$ cat src/rtl/tlc_param_ctrl.sv
// tlc_param_ctrl -- two-road (highway / farm) traffic light controller with
// parameterised dwell times.
//
// Optional feature macro: TLC_SENSOR_EN
//   undefined : fixed timing, FarmSensor is ignored.
//   defined   : highway green is held until a farm vehicle is present, and
//               farm green ends early once the farm road is empty (bounded
//               by T_FARM_MAX).
//
// Ports
//   Clk           in   clock
//   Rst           in   synchronous active-high reset
//   FarmSensor    in   farm-road vehicle present (synchronous to Clk)
//   state         out  [2:0] current state (debug)
//   highwaySignal out  [1:0] highway lamp: 11 green, 10 yellow, 00 red
//   farmSignal    out  [1:0] farm lamp, same encoding
//   dwell         out  [CNT_W-1:0] cycles spent in the current state (debug)
module tlc_param_ctrl #(
    parameter int TICKS_PER_SEC = 50000000,
    parameter int T_ALLRED      = 1,
    parameter int T_HWY_GREEN   = 30,
    parameter int T_YELLOW      = 3,
    parameter int T_FARM_GREEN  = 15,
    parameter int T_FARM_MAX    = 30,
    parameter int CNT_W         = 32
) (
    input  logic             Clk,
    input  logic             Rst,
    input  logic             FarmSensor,
    output logic [2:0]       state,
    output logic [1:0]       highwaySignal,
    output logic [1:0]       farmSignal,
    output logic [CNT_W-1:0] dwell
);

    typedef enum logic [2:0] {
        S0 = 3'd0,  // all red
        S1 = 3'd1,  // highway green
        S2 = 3'd2,  // highway yellow
        S3 = 3'd3,  // all red
        S4 = 3'd4,  // farm green
        S5 = 3'd5   // farm yellow
    } state_t;

    localparam logic [1:0] LAMP_GREEN  = 2'b11;
    localparam logic [1:0] LAMP_YELLOW = 2'b10;
    localparam logic [1:0] LAMP_RED    = 2'b00;

    // Last dwell value of each state: a D-second state is occupied for
    // exactly D*TICKS_PER_SEC cycles.
    localparam logic [CNT_W-1:0] LIM_ALLRED = CNT_W'(T_ALLRED * TICKS_PER_SEC - 1);
    localparam logic [CNT_W-1:0] LIM_HWY    = CNT_W'(T_HWY_GREEN * TICKS_PER_SEC - 1);
    localparam logic [CNT_W-1:0] LIM_YELLOW = CNT_W'(T_YELLOW * TICKS_PER_SEC - 1);
    localparam logic [CNT_W-1:0] LIM_FARM   = CNT_W'(T_FARM_GREEN * TICKS_PER_SEC - 1);

`ifdef TLC_SENSOR_EN
    localparam logic [CNT_W-1:0] LIM_FMAX   = CNT_W'(T_FARM_MAX * TICKS_PER_SEC - 1);
`else
    // Sensor path is compiled out; keep these inputs visibly consumed.
    logic             unused_sensor;
    logic [CNT_W-1:0] unused_fmax;
    assign unused_sensor = FarmSensor;
    assign unused_fmax   = CNT_W'(T_FARM_MAX * TICKS_PER_SEC - 1);
`endif

    // Plain vector register so the illegal codes 6/7 are representable.
    logic [2:0]       cur_state;
    logic [2:0]       next_state;
    logic [CNT_W-1:0] dwell_r;

    // Saturating increment: the counter sticks at all-ones instead of wrapping.
    function automatic logic [CNT_W-1:0] sat_inc(input logic [CNT_W-1:0] v);
        if (v == {CNT_W{1'b1}})
            return v;
        return v + 1'b1;
    endfunction

    always_ff @(posedge Clk) begin
        if (Rst)
            cur_state <= S0;
        else
            cur_state <= next_state;
    end

    // Counter restarts on the entry cycle of every new state.
    always_ff @(posedge Clk) begin
        if (Rst)
            dwell_r <= '0;
        else if (next_state != cur_state)
            dwell_r <= '0;
        else
            dwell_r <= sat_inc(dwell_r);
    end

    always_comb begin
        next_state = cur_state;
        case (cur_state)
            S0: if (dwell_r == LIM_ALLRED) next_state = S1;
`ifdef TLC_SENSOR_EN
            S1: if (dwell_r >= LIM_HWY && FarmSensor) next_state = S2;
`else
            S1: if (dwell_r == LIM_HWY) next_state = S2;
`endif
            S2: if (dwell_r == LIM_YELLOW) next_state = S3;
            S3: if (dwell_r == LIM_ALLRED) next_state = S4;
`ifdef TLC_SENSOR_EN
            S4: if ((dwell_r >= LIM_FARM && !FarmSensor) || dwell_r == LIM_FMAX)
                    next_state = S5;
`else
            S4: if (dwell_r == LIM_FARM) next_state = S5;
`endif
            S5: if (dwell_r == LIM_YELLOW) next_state = S0;
            default: next_state = S0;
        endcase
    end

    // Lamps depend on the state register alone, so at most one road is lit.
    always_comb begin
        highwaySignal = LAMP_RED;
        farmSignal    = LAMP_RED;
        case (cur_state)
            S1:      highwaySignal = LAMP_GREEN;
            S2:      highwaySignal = LAMP_YELLOW;
            S4:      farmSignal    = LAMP_GREEN;
            S5:      farmSignal    = LAMP_YELLOW;
            default: ;
        endcase
    end

    assign state = cur_state;
    assign dwell = dwell_r;

endmodule

$ cat config.mk
export PLATFORM = sky130hd
export DESIGN_NAME = tlc_param_ctrl
export DESIGN_NICKNAME = d
export VERILOG_FILES = /design/src/rtl/tlc_param_ctrl.sv
export SDC_FILE = /design/constraint.sdc
export NUM_CORES = 1
export LEC_CHECK = 0
export BUFFER_PORTS_ARGS = -buffer_cell sky130_fd_sc_hd__buf_2
export CAP_MARGIN = 20
export CORE_MARGIN = 2
export CORE_UTILIZATION = 48
export CTS_CLUSTER_SIZE = 8
export DETAILED_ROUTE_END_ITERATION = 16
export PLACE_DENSITY = 0.74
export SLEW_MARGIN = 10
export SYNTH_ARGS = -nofsm -noshare
export SYNTH_HDL_FRONTEND = slang
export SYNTH_SLANG_ARGS = --single-unit
$ cat constraint.sdc
create_clock -name Clk -period 3.05 [get_ports Clk]
set_clock_uncertainty 0.1 [all_clocks]
set_input_delay 0.1525 -clock Clk [delete_from_list [all_inputs] [get_ports Clk]]
set_output_delay 0.1525 -clock Clk [all_outputs]
set_load 0.03 [all_outputs]
=== Word-level counts from Yosys, hierarchy flattened ===
Index checks and enable logic that the tools add are counted.

* Input port bits: 3
* Register bits: 35
* Word-level logic and storage cells: 30

* Muxes and demuxes: 13
* Reductions and logical operators: 2
* Add/sub/neg operators: 1
* Eq/ne operators: 12

{| class="wikitable"
|+ Operators by type and width
! cell !! count
|-
| adder 32 x 1 -> 32 bit (second input constant) || 1
|-
| == test 32 x 26 -> 1 bit (second input constant) || 1
|-
| == test 32 x 28 -> 1 bit (second input constant) || 1
|-
| == test 32 x 30 -> 1 bit (second input constant) || 1
|-
| == test 32 x 31 -> 1 bit (second input constant) || 1
|-
| == test 32 bit (second input constant) || 1
|-
| two-way mux 32 bit || 1
|-
| two-way mux 3 bit || 6
|-
| one-hot mux 3 bit (6 select lines) || 1
|-
| one-hot mux 2 bit (2 select lines) || 2
|-
| == test 3 x 2 -> 1 bit (second input constant) || 2
|-
| == test 3 bit (second input constant) || 2
|-
| == test 3 x 1 -> 1 bit (second input constant) || 1
|-
| zero test 3 bit || 1
|-
| two-way mux 1 bit || 3
|-
| != test 3 bit || 1
|-
| != test 2 bit (second input constant) || 1
|-
| OR reduction 2 bit || 1
|}

=== Depth between registers and ports, before layout ===
* Depth in word-level cells: 7
* Mapped depth: 8
* Depth with buffers taken out: 7

=== Least setup slack after synthesis ===
OpenSTA, ideal clock, no wires.

* Path kind: reg2reg
* Start: register cur_state[2] (netlist: state[2])
* End: register dwell_r[22] (netlist: dwell[22])
* Path slack: 0.032 ns
* Clock period less this slack: 3.018 ns
* Stages on the path, launching flop included: 9
* Path buffers: 2
* Data arrival time: 2.802 ns
* Library setup time: 0.115 ns
* Path through: dfxtp_1 -> clkbuf_1 -> nor3b_1 -> nand4_1 -> nor4b_4 -> a211oi_2 -> o31ai_4 -> buf_6 -> nor2_2

* Longest elaborated chain between the ends: 4

{| class="wikitable"
|+ Ends and longest elaborated chain
! what !! RTL line !! RTL
|-
| from (decl) || 67 || <nowiki>logic [2:0] cur_state;</nowiki>
|-
| from (signal assigned) || 82 || <nowiki>cur_state <= next_state;</nowiki>
|-
| == test 3 bit, or another cell as far along || 97 || <nowiki>case (cur_state)</nowiki>
|-
| one-hot mux 3 bit (6 select lines) || 97 ||
|-
| != test 3 bit * || 89 || <nowiki>else if (next_state != cur_state)</nowiki>
|-
| OR reduction 2 bit (no source line) * || - ||
|-
| to (signal assigned) || 92 || <nowiki>dwell_r <= sat_inc(dwell_r);</nowiki>
|-
| to (decl) || 69 || <nowiki>logic [CNT_W-1:0] dwell_r;</nowiki>
|}

Every way passes the cells marked *; elsewhere a longest branch is shown, timed or not.
A chain may end at the register's enable or synchronous reset.

=== Final worst setup path ===
* Start: register dwell_r[1] (netlist: dwell[1])
* End: register dwell_r[5] (netlist: dwell[5])

* Longest elaborated chain between the ends: 5

{| class="wikitable"
|+ Ends and longest elaborated chain
! what !! RTL line !! RTL
|-
| == test 32 x 28 -> 1 bit, or another cell as far along || 104, 112 ||
|-
| two-way mux 3 bit, or another cell as far along || 112 || <nowiki>S5: if (dwell_r == LIM_YELLOW) next_state = S0;</nowiki>
|-
| one-hot mux 3 bit (6 select lines) / two-way mux 1 bit (equally long branches) || 97, 89 ||
|-
| != test 3 bit / two-way mux 1 bit (equally long branches) || 89, 87 ||
|-
| OR reduction 2 bit (no source line) / != test 2 bit (equally long branches) || - ||
|}

Parallel ways exist; a longest one is shown, timed or not. The select of a mux whose other input is x is not followed.

==> out/metrics.cfg <==
[route]
dr_total_vias = 1974
first_pass_iters = 4
drtIter0Drc = 105
routed_wl_um = 5110
wire_per_inst_um = 15.0
post_drt_via_cell_ratio = 5.79
ant_nets = 0
drc = 0

[yosys]
synth_nets = 253
synth_commonest_cells = dfxtp_1, nor2_1, xor2_1, nand2_1, nand3_1
synthArstFlopShare_pct = 0
yosys.area.top_type_share_pct = 33.4
ys_ff_latch = 35
synthCells = 249
synth_ff_type = dfxtp_1
yosysMostFrequentCell = dfxtp_1
yosysWarningCount = 0
ys_seq_area_share_pct = 33.4
syn_avg_cell_area_um2 = 8.42
yosys-top-cells-area = dfxtp_1, xor2_1, nor2_1
yosysTopAreaCell = dfxtp_1
synth-edff-count = 0
ys_types = 50
netlist_area_mm2 = 0.00210

[worst_setup_path]
startpoint_type = flop
r2r_start = dwell[1]
slowest_stage = nor4_1
r2r-end = dwell[5]
critical_path_required_ns = 3.14
worst_ep_arrival_time_ns = 2.66
crit_path_max_fanout = 10
critPathKind = flop to flop
rr_worst_depth = 8
worst_setup_path_end_kind = flop
max_stage_delay_ns = 0.56
regToRegSetupSlack_ns = 0.47
path_cells = ha_1, and3_1, nand2_1, nor4_1, a211oi_1, o31ai_4, buf_4, nor2_1
worstSetupStartpoint = dwell[1]

[timing]
fin_setup_tns_ns = 0
maxSlewViolCount = 0
rsz0062_at_grt = no
fmax_mhz = 388
finalCritPeriodShare_pct = 84.5
period_minus_slack_ns = 2.58
worst_slew_pin_slew_ns = 0.589
hold_viol_final = 0
worst_slew_margin_rel_pct = 60.5
finalSetupViolCount = 0

[power_and_ir_drop]
switching_share_pct = 23.0
powerDensity_mw_per_mm2 = 361
pwr-share-clk_pct = 43.0
p_leak_nw = 0.968
p_comb_share_pct = 3.9
p_int_w = 0.000677
pwr-share-seq_pct = 53.1
p_sw_w = 0.000202
ir_drop_mv = 0.228
power_w = 0.000879

[worst_hold_path]
whs_endpoint = dwell[5]
min_path_cells = 2
hold_start = dwell[5]
min_path_type = flop to flop

[cts]
cts.sinks = 35
clk_pin_slew_ns = 0.07
cts_max_level = 2
cts_setup_buffers = 0
worstSkewPairLatency_ns = 0.29
cts_resized = 0
hold_buffers = 1
clockBufferDepth = 2
root_buffer = clkbuf_8
cts_inserted_buffers = 5
cts_tree = built

[final_layout]
nets = 292
fillers = 411
multi_input_area_mm2 = 0.00131
seq_area_um2 = 701
antennaDiodeCount = 0
syn2layout_area_growth_pct = 16.0
drive_above_1_share_pct = 26.0

[global_routing]
gr-total-overflow = 0
grt_max_degree = 18
grt_usage_pct = 21.5
grt_pass1_vias = 1806
grt_pass1_wl_um = 8570
antenna_found_initial = 0

[floorplan]
start_util_pct = 48.8
io_pins = 42
die_h_um = 70.1
rows = 24
core_area_mm2 = 0.00429
die_area_mm2 = 0.00491
die_w_um = 70.1

[place]
place_congestion = 0.899
dp_hpwl_um = 3720
portBuffers = 40

[status]
outcome = finished, final reports clean

[flow_run]
cap_violations = 0

==> flip-flops by register name, indices dropped and copies added (netlist names) <==
register	count
dwell	32
state	3
==> critical path: cells and delay by family, from the launching register on <==
family	cells	cell delay, ns
flops	1	0.45
buf+inv	1	0.24
simple gates	4	0.95
compound gates	2	0.44
fa+ha+maj	1	0.29
==> logic make-up after synthesis <==
| kind of cell | share of synthesized area [%] |
|---|---|
| simple gates | 41.2 |
| buf+inv | 4.24 |
| fa+ha+maj | 0.597 |
| xor+xnor | 12.5 |
| mux | 0.477 |
| compound gates | 7.52 |
| flops | 33.4 |
==> layout by cell type (no fill, tap or decap), drive strengths merged, types with 6 or more instances in the layout <==
cell    netlist  routed
clkbuf        7       7
and4          7       7
nand2        21      21
nand4        16      16
xor2         24      24
a21oi         6       6
buf           6      44
nor2         39      39
xnor2         6       6
nor3          6       6
nand3        19      19
dfxtp        35      35
and3         10      10
==> power groups by stage <==
| stage | Combinational [W] | Clock (W) | Sequential (W) |
|---|---|---|---|
| floorplan | 0.0000180 | 0 | 0.000482 |
| global placement | 0.0000326 | 0 | 0.000476 |
| detailed placement | 0.0000335 | 0 | 0.000477 |
| CTS | 0.0000348 | 0.000384 | 0.000466 |
| global route | 0.0000372 | 0.000404 | 0.000467 |
| finish | 0.0000343 | 0.000378 | 0.000466 |
==> per-stage QoR <==
| stage | instances | setup WS (ns) | util (%) | instance area (µm²) | hold slack (ns) |
|---|---|---|---|---|---|
| 3_5_place_dp | 332 | 0.509 | 54.0 | 2320 | 0.270 |
| 4_1_cts | 341 | 0.481 | 56.6 | 2430 | 0.453 |
| 3_3_place_gp | 332 | 0.619 | 54.0 | 2320 | 0.268 |
| 2_1_floorplan | 249 | 0.0324 | - | 2100 | 0.122 |
| 5_1_grt | 341 | 0.272 | 56.6 | 2430 | 0.484 |
| 6_report | 341 | 0.473 | 56.6 | 2430 | 0.446 |
==> metal layers <==
metal / vias to the layer above / global-route usage [%] / routed length, µm
met5: - / 0 / 0
li1: 976 / - / -
met1: 929 / 27.2 / 2320
met3: 10 / 4.04 / 241
met4: 0 / 8.76 / 114
met2: 59 / 35.9 / 2430
==> final cells by class <==
type	count	share of cell area (%)
tap	52	2.67
clock inverter	1	0.309
inverter	4	0.617
multi-input combinational	197	53.8
timing repair buffer	45	9.88
clock buffer	7	3.96
sequential	35	28.8
==> how the worst max path moves through the flow <==
stage	slack [ns]	to	cells after the start
final	0.47	dwell[5]	8
after global routing	0.27	dwell[5]	8
after CTS	0.48	dwell[5]	8
after detailed placement	0.51	dwell[1]	8
after global placement	0.62	dwell[5]	8
after floorplan	0.03	dwell[22]	8
(Power assumes the default switching activity.)
